### config.mk
export PLATFORM = sky130hd
export DESIGN_NAME = oneapi_axi_to_avalon_gasket
export DESIGN_NICKNAME = d
export VERILOG_FILES = /design/src/rtl/oneapi_gasket_pkg.sv /design/src/rtl/oneapi_gasket_skid_buffer.sv /design/src/rtl/oneapi_axi_to_avalon_gasket.sv
export SDC_FILE = /design/constraint.sdc
export NUM_CORES = 1
export LEC_CHECK = 0
export BUFFER_PORTS_ARGS = -buffer_cell sky130_fd_sc_hd__buf_2
export CAP_MARGIN = 20
export CORE_MARGIN = 2
export CORE_UTILIZATION = 54
export CTS_CLUSTER_SIZE = 40
export DETAILED_ROUTE_END_ITERATION = 8
export PLACE_DENSITY = 0.8
export SLEW_MARGIN = 30
export SYNTH_ARGS = -nofsm -noshare
export SYNTH_HDL_FRONTEND = slang
export SYNTH_SLANG_ARGS = --single-unit
### constraint.sdc
create_clock -name csi_clk -period 3 [get_ports csi_clk]
set_input_delay 0.6 -clock csi_clk [delete_from_list [all_inputs] [get_ports csi_clk]]
set_output_delay 0.6 -clock csi_clk [all_outputs]
set_load 0.02 [all_outputs]
### src/rtl/oneapi_gasket_pkg.sv
// Shared types and helpers for the AXI4-Stream to Avalon-ST receive gasket.
// Holds the frame-sync state type, the SOF tuser bit index and a width-check helper.
package oneapi_gasket_pkg;

  typedef enum logic [0:0] {WAIT_SOF, PASS} gasket_state_e;

  localparam int unsigned SOF_TUSER_BIT = 0;

  // A bus is consistent when its width is exactly pixels times the per-pixel stride.
  function automatic bit widths_ok(input int unsigned total, input int unsigned pixels,
                                   input int unsigned stride);
    return total == pixels * stride;
  endfunction

endpackage

### src/rtl/oneapi_gasket_skid_buffer.sv
// Generic 2-entry registered FIFO with valid/ready on both sides.
// The input ready comes from a register, so there is no combinational ready path.
module oneapi_gasket_skid_buffer #(
  parameter int unsigned WIDTH = 8
) (
  input  logic             clk_i,
  input  logic             rst_i,
  input  logic             in_valid_i,
  output logic             in_ready_o,
  input  logic [WIDTH-1:0] in_data_i,
  output logic             out_valid_o,
  input  logic             out_ready_i,
  output logic [WIDTH-1:0] out_data_o
);

  logic [1:0]       count_q, count_d;
  logic [WIDTH-1:0] head_q, head_d;
  logic [WIDTH-1:0] tail_q, tail_d;
  logic             ready_q;
  logic             push, pop;

  assign push        = in_valid_i && ready_q;
  assign pop         = out_valid_o && out_ready_i;
  assign out_valid_o = (count_q != 2'd0);
  assign out_data_o  = head_q;
  assign in_ready_o  = ready_q;

  always_comb begin
    count_d = count_q;
    head_d  = head_q;
    tail_d  = tail_q;
    unique case ({push, pop})
      2'b10: begin
        if (count_q == 2'd0) head_d = in_data_i;
        else                 tail_d = in_data_i;
        count_d = count_q + 2'd1;
      end
      2'b01: begin
        head_d  = tail_q;
        count_d = count_q - 2'd1;
      end
      2'b11: begin
        // Push and pop together: count is unchanged, order is preserved.
        if (count_q == 2'd1) begin
          head_d = in_data_i;
        end else begin
          head_d = tail_q;
          tail_d = in_data_i;
        end
      end
      default: ;
    endcase
  end

  always_ff @(posedge clk_i or posedge rst_i) begin
    if (rst_i) begin
      count_q <= 2'd0;
      head_q  <= '0;
      tail_q  <= '0;
      ready_q <= 1'b0;
    end else begin
      count_q <= count_d;
      head_q  <= head_d;
      tail_q  <= tail_d;
      ready_q <= (count_d != 2'd2);
    end
  end

endmodule

### src/rtl/oneapi_axi_to_avalon_gasket.sv
// Receive gasket: AXI4-Stream video (tuser[0] = SOF, tlast = EOL) to Avalon-ST for a oneAPI
// kernel, with channel repacking, a 2-entry skid buffer and a frame-sync FSM.
module oneapi_axi_to_avalon_gasket
  import oneapi_gasket_pkg::*;
#(
  parameter int unsigned PARALLEL_PIXELS      = 1,
  parameter int unsigned CHANNELS             = 3,
  parameter int unsigned BITS_PER_CHANNEL_AXI = 8,
  parameter int unsigned BITS_PER_PIXEL_AXI   = 24,
  parameter int unsigned BITS_AXI             = 24,
  parameter int unsigned BITS_PER_CHANNEL_AV  = 8,
  parameter int unsigned BITS_PER_PIXEL_AV    = 24,
  parameter int unsigned BITS_AV              = 24,
  parameter int unsigned EMPTY_BITS           = 2,
  parameter int unsigned TUSER_BITS           = 3,
  parameter int unsigned ERR_CNT_BITS         = 8
) (
  input  logic                    csi_clk,
  input  logic                    rsi_reset,
  input  logic                    axs_tvalid,
  output logic                    axs_tready,
  input  logic [BITS_AXI-1:0]     axs_tdata,
  input  logic                    axs_tlast,
  input  logic [TUSER_BITS-1:0]   axs_tuser,
  output logic                    aso_valid,
  input  logic                    aso_ready,
  output logic [BITS_AV-1:0]      aso_data,
  output logic                    aso_startofpacket,
  output logic                    aso_endofpacket,
  output logic [EMPTY_BITS-1:0]   aso_empty,
  output logic                    in_sync,
  output logic [ERR_CNT_BITS-1:0] resync_err_count
);

  if (!widths_ok(BITS_AXI, PARALLEL_PIXELS, BITS_PER_PIXEL_AXI) ||
      !widths_ok(BITS_AV, PARALLEL_PIXELS, BITS_PER_PIXEL_AV) ||
      (BITS_PER_CHANNEL_AV < BITS_PER_CHANNEL_AXI)) begin : g_bad_params
    $error("oneapi_axi_to_avalon_gasket: inconsistent width parameters");
  end

  gasket_state_e           state_q, state_d;
  logic                    mid_line_q, mid_line_d;
  logic [ERR_CNT_BITS-1:0] err_q, err_d;
  logic [BITS_AV-1:0]      repacked;
  logic                    sof, accept, store;
  logic [BITS_AV+1:0]      buf_out;
  logic                    unused_inputs;

  assign sof    = axs_tuser[SOF_TUSER_BIT];
  assign accept = axs_tvalid && axs_tready;
  assign store  = (state_q == PASS) || sof;

  // AXI padding is dropped; Avalon channel MSBs and padding are zero.
  always_comb begin
    repacked = '0;
    for (int p = 0; p < PARALLEL_PIXELS; p++) begin
      for (int c = 0; c < CHANNELS; c++) begin
        repacked[p*BITS_PER_PIXEL_AV + c*BITS_PER_CHANNEL_AV +: BITS_PER_CHANNEL_AV] =
          BITS_PER_CHANNEL_AV'(axs_tdata[p*BITS_PER_PIXEL_AXI + c*BITS_PER_CHANNEL_AXI +:
                                         BITS_PER_CHANNEL_AXI]);
      end
    end
  end

  assign unused_inputs = ^{axs_tuser, axs_tdata};

  oneapi_gasket_skid_buffer #(
    .WIDTH (BITS_AV + 2)
  ) u_skid (
    .clk_i       (csi_clk),
    .rst_i       (rsi_reset),
    .in_valid_i  (axs_tvalid && store),
    .in_ready_o  (axs_tready),
    .in_data_i   ({sof, axs_tlast, repacked}),
    .out_valid_o (aso_valid),
    .out_ready_i (aso_ready),
    .out_data_o  (buf_out)
  );

  assign aso_startofpacket = buf_out[BITS_AV+1];
  assign aso_endofpacket   = buf_out[BITS_AV];
  assign aso_data          = buf_out[BITS_AV-1:0];
  assign aso_empty         = '0;
  assign in_sync           = (state_q == PASS);
  assign resync_err_count  = err_q;

  always_comb begin
    state_d    = state_q;
    mid_line_d = mid_line_q;
    err_d      = err_q;
    if (accept) begin
      unique case (state_q)
        WAIT_SOF: begin
          if (sof) begin
            state_d    = PASS;
            mid_line_d = !axs_tlast;
          end
        end
        PASS: begin
          mid_line_d = !axs_tlast;
          if (sof && mid_line_q && (err_q != '1)) err_d = err_q + 1'b1;
        end
        default: state_d = WAIT_SOF;
      endcase
    end
  end

  always_ff @(posedge csi_clk or posedge rsi_reset) begin
    if (rsi_reset) begin
      state_q    <= WAIT_SOF;
      mid_line_q <= 1'b0;
      err_q      <= '0;
    end else begin
      state_q    <= state_d;
      mid_line_q <= mid_line_d;
      err_q      <= err_d;
    end
  end

endmodule

# [After elaboration in Yosys (flattened, before gate mapping)]
# Cells that the tools add are included.
[totals] ff_bits=65 word_cells=48
[op_classes] addsub=3 n_eq_ne=10 muxes=11 bitwise=1 n_reduce_logical=16
[op_table] cell="26-bit 2-to-1 mux" n=4
[op_table] cell="26-bit case mux with 3 select lines" n=1
[op_table] cell="26-bit case mux with 2 select lines" n=1
[op_table] cell="8-bit by 1-bit adder with 8-bit output (second input constant)" n=1
[op_table] cell="2-bit != test (second input constant)" n=4
[op_table] cell="8-bit != test (second input constant)" n=1
[op_table] cell="1-bit logical AND" n=6
[op_table] cell="3-bit AND reduction" n=2
[op_table] cell="2-bit by 1-bit equality test with 1-bit output (second input constant)" n=2
[op_table] cell="2-bit equality test (second input constant)" n=2
[op_table] cell="2-bit case mux with 2 select lines" n=1
[op_table] cell="2-bit AND reduction" n=2
[op_table] cell="2-bit nonzero test" n=2
[op_table] cell="1-bit 2-to-1 mux" n=3
[op_table] cell="3-bit nonzero test" n=1
[op_table] cell="2-bit by 1-bit adder with 2-bit output (second input constant)" n=1
[op_table] cell="2-bit logical NOT" n=1
[op_table] cell="2-bit by 1-bit != test with 1-bit output (second input constant)" n=1
[op_table] cell="1-bit case mux with 2 select lines" n=1
[op_table] cell="2-bit by 1-bit subtractor with 2-bit output (second input constant)" n=1
[op_table] cell="1-bit logical NOT" n=1
[op_table] cell="1-bit logical OR" n=1
[op_table] cell="1-bit inverter" n=1

# [Logic depth before layout (Yosys ltp)]
[depth] ltp_word=6 depth_mapped=11 ltp_nobuf=8

# [Hierarchy]
# Synthesis repeated with hierarchy kept, for this count alone.
[hier_totals] hier_cells=286 area_unflattened_um2=3161.8
[modules_own_cells] mod="oneapi_gasket_skid_buffer" n_inst=1 cells_each=238 area_each_um2=2632.5 seq_area_each_um2=1376.3
[modules_own_cells] mod="oneapi_axi_to_avalon_gasket" n_inst=1 cells_each=48 area_each_um2=529.3 seq_area_each_um2=250.2

# [Least setup slack after synthesis]
# OpenSTA, ideal clock, no wires.
[synth_path] path_type="input to register" start="in aso_ready" end="reg u_skid.tail_q[19]" arrival_ns=2.293 path_slack_ns=0.582 path_stages=9 path_buffers=4 path_cell_list="nor2b_1 buf_4 clkbuf_1 ha_1 nor2b_4 buf_6 o21ai_4 buf_8 mux2_2"
[synth_via] elab_chain_len=4 word_cells_on_any_way=8 classes_between="eq/ne: 4; mux: 1; reduce/logical: 3"
[synth_lines] item="start, declared" line_no="oneapi_axi_to_avalon_gasket.sv:26" rtl="input logic aso_ready,"
[synth_lines] item="1-bit logical AND (*)" line_no="oneapi_gasket_skid_buffer.sv:23" rtl="assign pop = out_valid_o && out_ready_i;"
[synth_lines] item="2-bit equality test" line_no="oneapi_gasket_skid_buffer.sv:32" rtl="unique case ({push, pop})"
[synth_lines] item="2-bit != test (no source line) / 2-bit nonzero test (equally long branches)"
[synth_lines] item="3-bit AND reduction (no source line)"
[synth_lines] item="end signal, assigned" line_no="oneapi_gasket_skid_buffer.sv:64" rtl="tail_q <= tail_d;"
[synth_lines] item="end, declared" line_no="oneapi_gasket_skid_buffer.sv:18" rtl="logic [WIDTH-1:0] tail_q, tail_d;"
# Mark *: on every way between the ends. The rest lies on a longest branch, timed or not.
# A chain may end at the register's enable or synchronous reset.

# [Worst setup path in the final report]
[layout_path] start="reg u_skid.count_q[0]" end="reg u_skid.tail_q[19]"
[layout_via] elab_chain_len=5 word_cells_on_any_way=11 classes_between="eq/ne: 5; mux: 1; reduce/logical: 5"
[layout_lines] item="start, declared" line_no="oneapi_gasket_skid_buffer.sv:16" rtl="logic [1:0] count_q, count_d;"
[layout_lines] item="start signal, assigned" line_no="oneapi_gasket_skid_buffer.sv:62" rtl="count_q <= count_d;"
[layout_lines] item="2-bit nonzero test" line_no="oneapi_gasket_skid_buffer.sv:24" rtl="assign out_valid_o = (count_q != 2'd0);"
[layout_lines] item="1-bit logical AND" line_no="oneapi_gasket_skid_buffer.sv:23"
[layout_lines] item="2-bit equality test" line_no="oneapi_gasket_skid_buffer.sv:32"
[layout_lines] item="2-bit != test (no source line) / 2-bit nonzero test (equally long branches)"
[layout_lines] item="3-bit AND reduction (no source line)"
# Several ways; a longest one is shown, not always the timed one.

==> flow_summary.yaml <==
cts:
  clkTransAtPathRegs_ps: 70
  cts-buffers-inserted: 9
  root_buffer: "clkbuf_8"
  clock_latency_ps: 350
  clock-sinks: 65
  cts_resized: 0
  hold_buffers: 0
  postCtsSetupBuffers: 0
  cts_max_level: 3
  cts_tree: "yes"
  clk_path_buf_depth: 2
setup_path:
  critPathMaxFanout: 27
  slowest_delay_ps: 630
  path_cells: "inv_1 > ha_1 > nor2b_4 > ha_1 > nor2b_4 > o21ai_4 > buf_4 > mux2_2"
  critPathArrivalTime_ps: 2990
  worstSetupEndpointType: "flip-flop"
  required_ps: 3240
  r2r_slack_ps: 250
  path_class: "flip-flop to flip-flop"
  crit_slowest_cell: "nor2b_4"
  start_kind: "flip-flop"
sta:
  slew_viol_final: 0
  finalCritPeriodShare_pct: 91.83
  setup_viol: 0
  tns_ps: 0
  timing.final.hold_violations: 0
  maxSlewHeadroom_pct: 36.84
  rsz0062_at_grt: "no"
  clock.fmax_mhz: 363.0
  worst_pin_slew_ps: 947.3
  finalCriticalPeriod_ps: 2755
  skew_ps: 4.949
synthesis:
  postSynthAreaPerCell_um2: 10.94
  synth-edff-count: 0
  synth_flop_cell: "dfrtp_1"
  yosysTopAreaCell: "dfrtp_1"
  synthTopCellsByArea: "dfrtp_1 51%, mux2_2 10%, o211ai_1 6.1%"
  syn-cell-area_um2: 3183
  async_flop_share_pct: 100.0
  synth-seq-cells: 65
  ys_types: 42
  yosysWarnings: 0
  postSynthCellCount: 291
  synth_top_cell_area_share_pct: 51.10
  seq_area_frac_synth_pct: 51.10
routing:
  wl_met3_um: 515
  top_layer_used: "met4"
  drt-total-wl_um: 7265
  viasPerCell: 6.021
  wirelength_met1_um: 3091
  post-route-drc-count: 0
  detailedRoute.firstIterationViolations: 231
  vias: 2571
  first_pass_iters: 4
  detail-route-antenna-nets: 0
  route.met2.wl_um: 3489
  wire_per_inst_um: 17.01
global_route:
  grt-ovfl-total: 0
  grt_start_max_net_pins: 45
  globalRouteTotalUtil_pct: 24.35
  grt_antenna_before_repair: 0
  grt_pass1_vias: 2524
  grt_first_pass_wirelength_um: 11890
die:
  chipHeight_um: 80.78
  fp-row-count: 27
  die_w_um: 80.78
  core_um2: 5608
  start_util_pct: 56.76
  die-area_um2: 6525
  ioPinCount: 71
worst_hold_path:
  hold_class: "primary input to async pin"
pwr:
  power.density_nw_per_um2: 1067
  total_power_mw: 4.022
  power.leakage_nw: 1.600
  irDropWorstVdd_mv: 0.5735
cells_and_area:
  area_growth_pct: 18.47
  final_layout_size_suffix_gt1_share_pct: 36.06
  nets: 389
  antenna_cells: 0
place:
  io_buffers: 66
  gp_congestion: 0.8510
  dp_hpwl_um: 4705
run:
  maxCapViolations: 0
run_status:
  status: "finished, final reports clean"
==> power by group <==
part	leakage [nW]	switching, mW	total [mW]	internal (mW)
combinational	0.729	0.983	1.65	0.665
clock	0.115	0.344	0.854	0.510
sequential	0.756	0.235	1.52	1.29
total	1.60	1.56	4.02	2.46
==> cell type report <==
class,instances,area [um^2]
clock inverters,5,77.57
multi-input cells,192,1384
fillers,463,1837
clock buffers,11,151.4
flip-flops and latches,65,1627
well taps,72,90.09
inverters,9,33.78
repair buffers,73,407.9
==> metrics by stage <==
step	hold WS, ps	cells	setup slack (ps)	utilization [%]	area, um^2
2_1_floorplan	449.7	292	582.5	-	3187
3_3_place_gp	466.0	411	379.6	63.14	3541
3_5_place_dp	473.0	411	311.6	63.14	3541
4_1_cts	387.2	427	251.5	67.22	3770
5_1_grt	437.7	427	115.3	67.25	3771
6_report	361.9	427	245.2	67.25	3771
==> routing by layer <==
layer | track usage, % | up-vias
met5 | 0 | -
met4 | 11.53 | 0
met3 | 6.111 | 16
met2 | 39.42 | 95
met1 | 30.85 | 1251
li1 | - | 1209
==> flip-flops by register name, indices dropped and copies added, names as in the netlist <==
name,count
in_sync,1
u_skid.tail_q,26
u_skid.in_ready_o,1
u_skid.count_q,2
resync_err_count,8
mid_line_q,1
u_skid.out_data_o,26
==> final timing paths <==
| kind | startpoint | to | cells past startpoint |
|---|---|---|---|
| max in group asynchronous | rsi_reset | u_skid.out_data_o[2] | 3 |
| setup / recovery | u_skid.count_q[0] | u_skid.tail_q[19] | 8 |
| setup reg to reg | u_skid.count_q[0] | u_skid.tail_q[19] | 8 |
| hold / removal | rsi_reset | u_skid.out_data_o[21] | 2 |
| hold reg to reg | mid_line_q | mid_line_q | 2 |
| min in group csi_clk | axs_tlast | mid_line_q | 2 |
==> cells by family after synthesis <==
family	share of synthesized area, %
compound gates	18.79
fa+ha+maj	2.751
other cells	0.1178
buf+inv	5.817
simple gates	9.749
flops	51.10
xor+xnor	0.2752
mux	11.40
==> cells in the mapped netlist, types with 2 or more instances <==
| library cell | instances |
|---|---|
| a31oi_1 | 26 |
| buf_2 | 9 |
| buf_4 | 3 |
| buf_8 | 2 |
| clkbuf_1 | 10 |
| dfrtp_1 | 65 |
| ha_1 | 7 |
| inv_1 | 8 |
| mux2_2 | 29 |
| nand2_1 | 13 |
| nand3_1 | 2 |
| nand4_1 | 3 |
| nor2b_1 | 2 |
| nor3_1 | 28 |
| nor4_1 | 4 |
| o211ai_1 | 26 |
| o21ai_0 | 29 |
==> layout by cell type, fill, tap and decap left out, types with 2 or more instances in the layout <==
cell	netlist	routed
o211ai_1	26	26
a31oi_1	26	26
buf_12	0	2
ha_1	7	7
nand3_1	2	2
nor2b_4	1	2
nor4_1	4	4
buf_4	3	5
clkbuf_8	0	11
nand2_1	13	13
buf_2	9	66
inv_1	8	7
dfrtp_1	65	65
o21ai_0	29	29
inv_2	1	2
nor3_1	28	28
clkinv_2	0	2
bufinv_16	0	2
nand4_1	3	3
mux2_2	29	29
conb_1	1	2
==> worst max-delay path: cells and delay by family, from the launching register on <==
family / cells / cell delay [ps]
compound gates: 1 / 120
fa+ha+maj: 2 / 550
buf+inv: 2 / 310
flops: 1 / 410
mux: 1 / 290
simple gates: 2 / 950
(Power assumes the default switching activity.)
